<file path="config.mk">
export PLATFORM = sky130hd
export DESIGN_NAME = ping_arrival_timestamper
export DESIGN_NICKNAME = d
export VERILOG_FILES = /design/src/rtl/ping_arrival_timestamper.sv
export SDC_FILE = /design/constraint.sdc
export NUM_CORES = 1
export LEC_CHECK = 0
export BUFFER_PORTS_ARGS = -buffer_cell sky130_fd_sc_hd__buf_2
export CORE_UTILIZATION = 58
export CTS_BUF_LIST = sky130_fd_sc_hd__clkbuf_16
export CTS_CLUSTER_DIAMETER = 80
export DETAILED_ROUTE_END_ITERATION = 8
export GPL_TIMING_DRIVEN = 1
export PLACE_DENSITY_LB_ADDON = 0.12
export SLEW_MARGIN = 20
export SYNTH_ARGS = -nofsm -noshare
export SYNTH_HDL_FRONTEND = slang
export SYNTH_SLANG_ARGS = --single-unit
</file>
<file path="constraint.sdc">
create_clock -name clk -period 3.2 [get_ports clk]
set_input_delay 0.32 -clock clk [delete_from_list [all_inputs] [get_ports clk]]
set_output_delay 0.32 -clock clk [all_outputs]
set_load 0.05 [all_outputs]
</file>
<file path="src/rtl/ping_arrival_timestamper.sv">
// ping_arrival_timestamper: per-channel rising-threshold arrival timestamping relative to the first crossing channel.
//   clk            system clock
//   rst            asynchronous active-high reset
//   i_sample_valid one new sample per channel this cycle
//   i_sample_data  channel i at [i*DATA_W +: DATA_W]
//   i_threshold    unsigned crossing level, applied live
//   o_rec_valid    one-cycle pulse marking a fresh record
//   o_arrival      channel i arrival at [i*TS_W +: TS_W], samples since first crossing
//   o_hit_mask     channels that crossed inside the window
//   o_first_ch     lowest channel crossing at time 0
//   o_timeout      record closed by window expiry with channels missing
//   o_busy         high whenever not idle
module ping_arrival_timestamper #(
    parameter int N_CH    = 4,
    parameter int DATA_W  = 4,
    parameter int TS_W    = 8,
    parameter int WINDOW  = 20,
    parameter int HOLDOFF = 5,
    localparam int CW     = N_CH > 1 ? $clog2(N_CH) : 1
) (
    input  logic                 clk,
    input  logic                 rst,
    input  logic                 i_sample_valid,
    input  logic [N_CH*DATA_W-1:0] i_sample_data,
    input  logic [DATA_W-1:0]    i_threshold,
    output logic                 o_rec_valid,
    output logic [N_CH*TS_W-1:0] o_arrival,
    output logic [N_CH-1:0]      o_hit_mask,
    output logic [CW-1:0]        o_first_ch,
    output logic                 o_timeout,
    output logic                 o_busy
);
    localparam int HW = HOLDOFF > 1 ? $clog2(HOLDOFF) : 1;
    typedef enum logic [1:0] {S_IDLE, S_CAPTURE, S_REPORT, S_HOLDOFF} state_t;
    state_t r_state;
    logic [N_CH-1:0] w_above, w_cross, w_new, w_hit_n, r_above_prev, r_hit;
    logic [N_CH*TS_W-1:0] w_arr_n, r_arr;
    logic [TS_W-1:0] w_cnt_n, r_win_cnt;
    logic [HW-1:0] r_hold_cnt;
    logic [CW-1:0] w_first, r_first;
    logic w_idle, w_done;
    assign o_busy = r_state != S_IDLE;
    always_comb begin
        w_idle  = r_state == S_IDLE;
        w_cnt_n = r_win_cnt + 1'b1;
        w_first = '0;
        w_above = '0;
        w_cross = '0;
        // descending scan leaves the lowest crossing index in w_first
        for (int i = N_CH - 1; i >= 0; i--) begin
            w_above[i] = i_sample_data[i*DATA_W +: DATA_W] >= i_threshold;
            w_cross[i] = i_sample_valid && w_above[i] && !r_above_prev[i];
            if (w_cross[i]) w_first = CW'(i);
        end
        w_new   = w_idle ? w_cross : (r_state == S_CAPTURE ? w_cross & ~r_hit : '0);
        w_hit_n = (w_idle ? '0 : r_hit) | w_new;
        w_arr_n = '0;
        for (int i = 0; i < N_CH; i++)
            w_arr_n[i*TS_W +: TS_W] = w_idle ? '0 : (w_new[i] ? w_cnt_n : r_arr[i*TS_W +: TS_W]);
        w_done  = w_idle ? (|w_cross && &w_hit_n)
                         : (r_state == S_CAPTURE && i_sample_valid && (&w_hit_n || w_cnt_n == TS_W'(WINDOW)));
    end
    always_ff @(posedge clk or posedge rst) begin
        if (rst) begin
            r_state      <= S_IDLE;
            r_above_prev <= '1;
            r_hit        <= '0;
            r_arr        <= '0;
            r_win_cnt    <= '0;
            r_hold_cnt   <= '0;
            r_first      <= '0;
            o_rec_valid  <= 1'b0;
            o_arrival    <= '0;
            o_hit_mask   <= '0;
            o_first_ch   <= '0;
            o_timeout    <= 1'b0;
        end else begin
            o_rec_valid <= 1'b0;
            if (i_sample_valid) r_above_prev <= w_above;
            if (w_done) begin
                o_rec_valid <= 1'b1;
                o_arrival   <= w_arr_n;
                o_hit_mask  <= w_hit_n;
                o_first_ch  <= w_idle ? w_first : r_first;
                o_timeout   <= ~&w_hit_n;
            end
            case (r_state)
                S_IDLE: if (|w_cross) begin
                    r_state   <= w_done ? S_REPORT : S_CAPTURE;
                    r_hit     <= w_hit_n;
                    r_arr     <= w_arr_n;
                    r_win_cnt <= '0;
                    r_first   <= w_first;
                end
                S_CAPTURE: if (i_sample_valid) begin
                    r_win_cnt <= w_cnt_n;
                    r_hit     <= w_hit_n;
                    r_arr     <= w_arr_n;
                    if (w_done) r_state <= S_REPORT;
                end
                S_REPORT: begin
                    r_hit      <= '0;
                    r_hold_cnt <= '0;
                    r_state    <= HOLDOFF == 0 ? S_IDLE : S_HOLDOFF;
                end
                default: if (i_sample_valid) begin
                    r_hold_cnt <= r_hold_cnt + 1'b1;
                    if (r_hold_cnt == HW'(HOLDOFF - 1)) r_state <= S_IDLE;
                end
            endcase
        end
    end
endmodule

</file>
==> results.yml, run 1 <==
timing:
  fmax_mhz: 341.2
  setup_viol: 0
  grt_setup_unrepaired: "no"
  hold_viol_final: 0
  fin_crit_sh: 0.9160
  min_period_ns: 2.931
  slew_viol_final: 0
  clock_skew_ns: 0.009957
  setup_tns_ns: 0
  tightest_slew_ns: 0.9638
  relSlewSlack: 0.3525
die:
  dieArea_um2: 8876
  start_util: 0.6003
  die_y_um: 94.22
  fp-row-count: 33
  core_area_um2: 8217
  pin_count: 64
  die_w_um: 94.22
worst_setup_path:
  criticalPathCategory: "reg -> reg"
  reg2reg_depth: 8
  cp_max_fo: 22
  r2r_slack_ns: 0.27
  crit_arrival_ns: 3.15
  end_kind: "flip-flop"
  cp-start-kind: "flip-flop"
  required_ns: 3.42
grt:
  grt_max_degree: 57
  track_usage: 0.2737
  antenna_found_initial: 0
  grt_pass1_wl_um: 18240
  grt_pass1_vias: 3738
  grt_overflow: 0
clock_tree:
  cts_hold_buf: 0
  post-cts-setup-buffers: 0
  postCtsResizedCells: 0
  clk_latency_ns: 0.34
  clockRootBuffer: "clkbuf_16"
  clkTransAtPathRegs_ns: 0.07
  cts_tree: "yes"
  cts_buffers: 9
  cts_sinks: 95
  htree_num_levels: 3
  cts_max_path_buffers: 2
drt:
  drt-initial-drc-count: 304
  drt-vias-per-instance: 5.875
  antenna_left: 0
  drt-wirelength-per-cell_um: 17.27
  drt_wl_total_um: 11070
  dr.pass1.iters: 5
  vias: 3766
  post-route-drc-count: 0
logic_synthesis:
  synthCells: 464
  synth_area_leaders: "dfrtp_1 46%, mux2i_1 7.1%, mux2_1 6.8%"
  syn_area_per_cell_um2: 10.63
  synth_warnings: 0
  synth_top_area_frac: 0.4617
  async_flop_share: 1.000
  ys_seq_area_frac: 0.4830
  synth_top_cell_by_area: "dfrtp_1"
  synth_flop_cell: "dfrtp_1"
  synth_edf_count: 0
  synth.distinct_cells: 48
  ys_ff_latch: 95
  syn_area_um2: 4932
  synth.net_count: 510
placed_design:
  dpl.hpwl_um: 7729
  portBuffers: 63
  place.gp.congestion: 0.8455
layout:
  layout_common_cells: "91 x dfrtp_1, 63 x buf_2, 39 x nor2_1, 35 x nand2_1, 35 x mux2i_1"
  layout_commonest_cell: "dfrtp_1"
  syn_to_final_growth_pct: 16.01
  final_util: 0.6964
  drive_above_1_share: 0.2034
  nNetsFinal: 577
  num_antenna_cells: 0
worst_hold_path:
  hold_class: "in -> async"
power:
  finalPower_mw: 4.522
  peakVddDrop_mv: 0.3800
  leakage_nw: 2.795
  cellPowerDensity_nw_per_um2: 790.3
run:
  drv_cap: 0
status:
  status: "complete, no violations"
[final cells by class]
| class | instances | area, um^2 |
|---|---|---|
| clock inverters | 7 | 66.31 |
| multi-input cells | 317 | 2333 |
| fillers | 636 | 2495 |
| repair buffers | 79 | 473.0 |
| flip-flops and latches | 95 | 2382 |
| clock buffers | 9 | 225.2 |
| inverters | 29 | 110.1 |
| well taps | 105 | 131.4 |
[flip-flops by register name (all words and copies together), names as in the netlist, 2 cells and up]
| signal | count |
|---|---|
| o_arrival | 32 |
| o_first_ch | 2 |
| o_hit_mask | 4 |
| r_above_prev | 4 |
| r_arr | 32 |
| r_first | 2 |
| r_hit | 4 |
| r_hold_cnt | 3 |
| r_state | 2 |
| r_win_cnt | 8 |
[final timing paths]
path                                             start                           to
worst max register to register  r_state[0]$_DFFE_PP0P_     o_arrival[4]$_DFFE_PP0P_
worst min register to register   r_arr[29]$_DFFE_PP0P_        r_arr[29]$_DFFE_PP0P_
worst max-delay path            r_state[0]$_DFFE_PP0P_     o_arrival[4]$_DFFE_PP0P_
min in group clk                        i_sample_valid  r_above_prev[1]$_DFFE_PP1P_
max in group asynchronous                          rst  r_above_prev[0]$_DFFE_PP1P_
worst min-delay path                               rst        r_arr[22]$_DFFE_PP0P_
[Yosys cell counts, types with 5 or more instances]
| cell | count |
|---|---|
| nor3_1 | 7 |
| a21oi_1 | 19 |
| ha_1 | 23 |
| o22ai_1 | 5 |
| nor3b_1 | 5 |
| o211ai_1 | 6 |
| o21ai_0 | 22 |
| mux2_1 | 30 |
| inv_1 | 29 |
| nand2b_1 | 5 |
| a22o_1 | 10 |
| a21o_1 | 12 |
| nor2_1 | 39 |
| nor2b_1 | 5 |
| mux2i_1 | 35 |
| clkbuf_1 | 14 |
| dfrtp_1 | 91 |
| nand2_1 | 35 |
[per-stage QoR]
stage          instances  hold slack (ns)  setup slack, ns  area, um^2
2_1_floorplan        464           0.4430           0.4096        4932
3_3_place_gp         625           0.4301           0.2584        5430
3_5_place_dp         625           0.4333           0.1661        5430
4_1_cts              641          0.06953           0.2628        5722
5_1_grt              641           0.1108           0.1346        5722
6_report             641          0.05394           0.2689        5722
[worst max-delay path: stages, from the launching register on]
cell	delay, ns
dfrtp_1	0.41
inv_1	0.16
ha_2	0.21
o21ai_0	0.19
o32a_1	0.43
or4_1	0.60
a21oi_4	0.23
buf_12	0.21
mux2_1	0.34
[layer usage]
metal  track usage  vias to the layer above  part of all wire
li1              -                     1787                 -
met1        0.3505                     1863              0.44
met4        0.1064                        0             0.013
met2        0.4704                      101              0.50
met5             0                        -                 0
met3       0.03398                       15             0.041
[power breakdown]
group | internal (mW) | switching, mW | total [mW]
sequential | 1.46 | 0.159 | 1.62
clock | 0.600 | 0.454 | 1.05
combinational | 0.630 | 1.22 | 1.85
total | 2.69 | 1.83 | 4.52
[cells by family (layout without fill, tap and decap cells)]
| kind of cell | count (synthesis) | after routing | synth area share |
|---|---|---|---|
| AO/OA/AOI/OAI | 106 | 106 | 0.1497 |
| XOR/XNOR | 6 | 6 | 0.01066 |
| adder cells (fa/ha/maj) | 23 | 23 | 0.05835 |
| buffers and inverters | 52 | 124 | 0.04515 |
| flip-flops | 95 | 95 | 0.4830 |
| multiplexers | 68 | 68 | 0.1464 |
| AND/OR/NAND/NOR | 114 | 114 | 0.1068 |
Power figures use the tool's default switching activity.
==> run 2: changes to the inputs <==
clock period = 3.35 ns   (was 3.2 ns; I/O delays follow)
==> run 2 against run 1 <==
  * Final area is 0.66% lower
  * Non-clock buffer count stayed put
  * Clock-buffer cell count unchanged
  * Sequential power is 5% lower
  * Worst hold slack worse by 0.043 ns
  * Clock skew fell by 0.0034 ns
  * Total power shrank 6.2%
  * Routed wire length shrank 0.22%
  * Setup slack gained 0.071 ns
  * Die area unchanged
==> results.yml, run 2 (synthesis gave the netlist of run 1 again) <==
worst_setup_path:
  end_kind: "flip-flop"
  worstPathCellList: "inv_1 -> ha_2 -> o21ai_0 -> o32a_1 -> or4_1 -> a21oi_4 -> buf_12 -> mux2_1"
  cp_max_fo: 21
  criticalPathCategory: "reg -> reg"
  max_stage_delay_ns: 0.58
  crit_arrival_ns: 3.22
  cp_slowest_cell: "or4_1"
  worstSetupStartpoint: "r_state[0]$_DFFE_PP0P_"
  cp-start-kind: "flip-flop"
  rr_endpoint: "o_arrival[3]$_DFFE_PP0P_"
  required_ns: 3.56
  timing.rr.start: "r_state[0]$_DFFE_PP0P_"
  endpoint: "o_arrival[3]$_DFFE_PP0P_"
  reg2reg_depth: 8
  r2r_slack_ns: 0.34
grt:
  track_usage: 0.2675
  global_route.usage.met2: 0.4281
  grt_pass1_wl_um: 18060
  antenna_found_initial: 0
  grt_pass1_vias: 3614
  top_usage_layer: "met2"
  use_met1: 0.3516
  globalRouteMet3Util: 0.05016
  grt_max_degree: 37
  grt_overflow: 0
layout:
  seq_area_um2: 2382
  nNetsFinal: 577
  layout_commonest_cell: "dfrtp_1"
  nFillCells: 662
  layout_common_cells: "91 x dfrtp_1, 63 x buf_2, 39 x nor2_1, 35 x nand2_1, 35 x mux2i_1"
  num_antenna_cells: 0
  syn_to_final_growth_pct: 15.25
  drive_above_1_share: 0.2015
  fin_area_um2: 5684
  reg.largest.list: "o_arrival: 32 flops, r_arr: 32 flops, r_win_cnt: 8 flops"
  multi_input_area_um2: 2333
  final_util: 0.6918
  final_cells: 641
die:
  core_area_um2: 8217
  dieArea_um2: 8876
  pin_count: 64
  fp-row-count: 33
  die_w_um: 94.22
  start_util: 0.6003
  die_y_um: 94.22
timing:
  fmax_mhz: 332.2
  worst_slack_ns: 0.3399
  tightest_slew_ns: 0.9122
  grt_setup_unrepaired: "no"
  fin_crit_sh: 0.8985
  setup_viol: 0
  slew_viol_final: 0
  setup_tns_ns: 0
  relSlewSlack: 0.3872
  hold_slack_ns: 0.01128
  min_period_ns: 3.010
  hold_viol_final: 0
  clock_skew_ns: 0.006583
placed_design:
  dpl.hpwl_um: 7785
  portBuffers: 63
  place.gp.congestion: 0.8688
  placed_cells: 625
  place_area_um2: 5418
  pre_cts_ws_ns: 0.2620
drt:
  antenna_left: 0
  dr.pass1.iters: 5
  drt-wirelength-per-cell_um: 17.23
  drt-vias-per-instance: 5.869
  vias: 3762
  drt_wl_total_um: 11050
  drt-initial-drc-count: 159
  post-route-drc-count: 0
power:
  leakage_nw: 2.777
  peakVddDrop_mv: 0.5158
  finalPower_mw: 4.242
  cellPowerDensity_nw_per_um2: 746.2
clock_tree:
  cts_tree: "yes"
  htree_num_levels: 3
  cts_max_path_buffers: 2
  post-cts-setup-buffers: 0
  clockRootBuffer: "clkbuf_16"
  cts_hold_buf: 0
  postCtsResizedCells: 0
  cts_buffers: 9
  clkTransAtPathRegs_ns: 0.07
  cts_sinks: 95
  clk_latency_ns: 0.34
worst_hold_path:
  hold_class: "in -> async"
status:
  status: "complete, no violations"
run:
  drv_cap: 0
run 2: changes by cell type in the layout (fill, tap and decap cells not counted), sizes merged:
| cell | previous run | this run |
|---|---|---|
| inv | 30 | 29 |
| clkinvlp | 2 | 1 |
| bufinv | 1 | 0 |
| clkinv | 3 | 6 |
run 2: layout make-up:
cell class	count	area share
timing repair buffer	79	0.08100
sequential	95	0.4191
multi-input combinational	317	0.4105
inverter	29	0.01937
clock buffer	9	0.03962
tap	105	0.02311
clock inverter	7	0.007264
run 2: worst min path at each step:
stage | end | slack, ns
4_1_cts | o_arrival[21]$_DFFE_PP0P_ | 0.03
2_1_floorplan | r_arr[29]$_DFFE_PP0P_ | 0.44
5_1_grt | o_arrival[21]$_DFFE_PP0P_ | 0.06
3_5_place_dp | o_arrival[21]$_DFFE_PP0P_ | 0.39
3_3_place_gp | o_arrival[21]$_DFFE_PP0P_ | 0.39
6_report | o_arrival[21]$_DFFE_PP0P_ | 0.01
run 2: report_power, final:
group	switching, mW	internal [mW]	leakage, nW
clock	0.435	0.497	0.132
combinational	1.17	0.598	1.43
sequential	0.144	1.39	1.21
run 2: critical path, delay by kind of cell (launching register included):
kind                       cells  cell delay (ns)
AOI/OAI and AO/OA              3             0.91
adders and majority gates      1             0.26
buffers and inverters          2             0.37
DFF                            1             0.40
muxes                          1             0.35
and+or+nand+nor                1             0.58
run 2: per-layer routing:
| metal | wire length, um | vias to the layer above | share of wire |
|---|---|---|---|
| li1 | - | 1781 | - |
| met1 | 4662 | 1840 | 0.42 |
| met2 | 5415 | 112 | 0.49 |
| met3 | 635 | 29 | 0.057 |
| met4 | 333 | 0 | 0.030 |
| met5 | 0 | - | 0 |
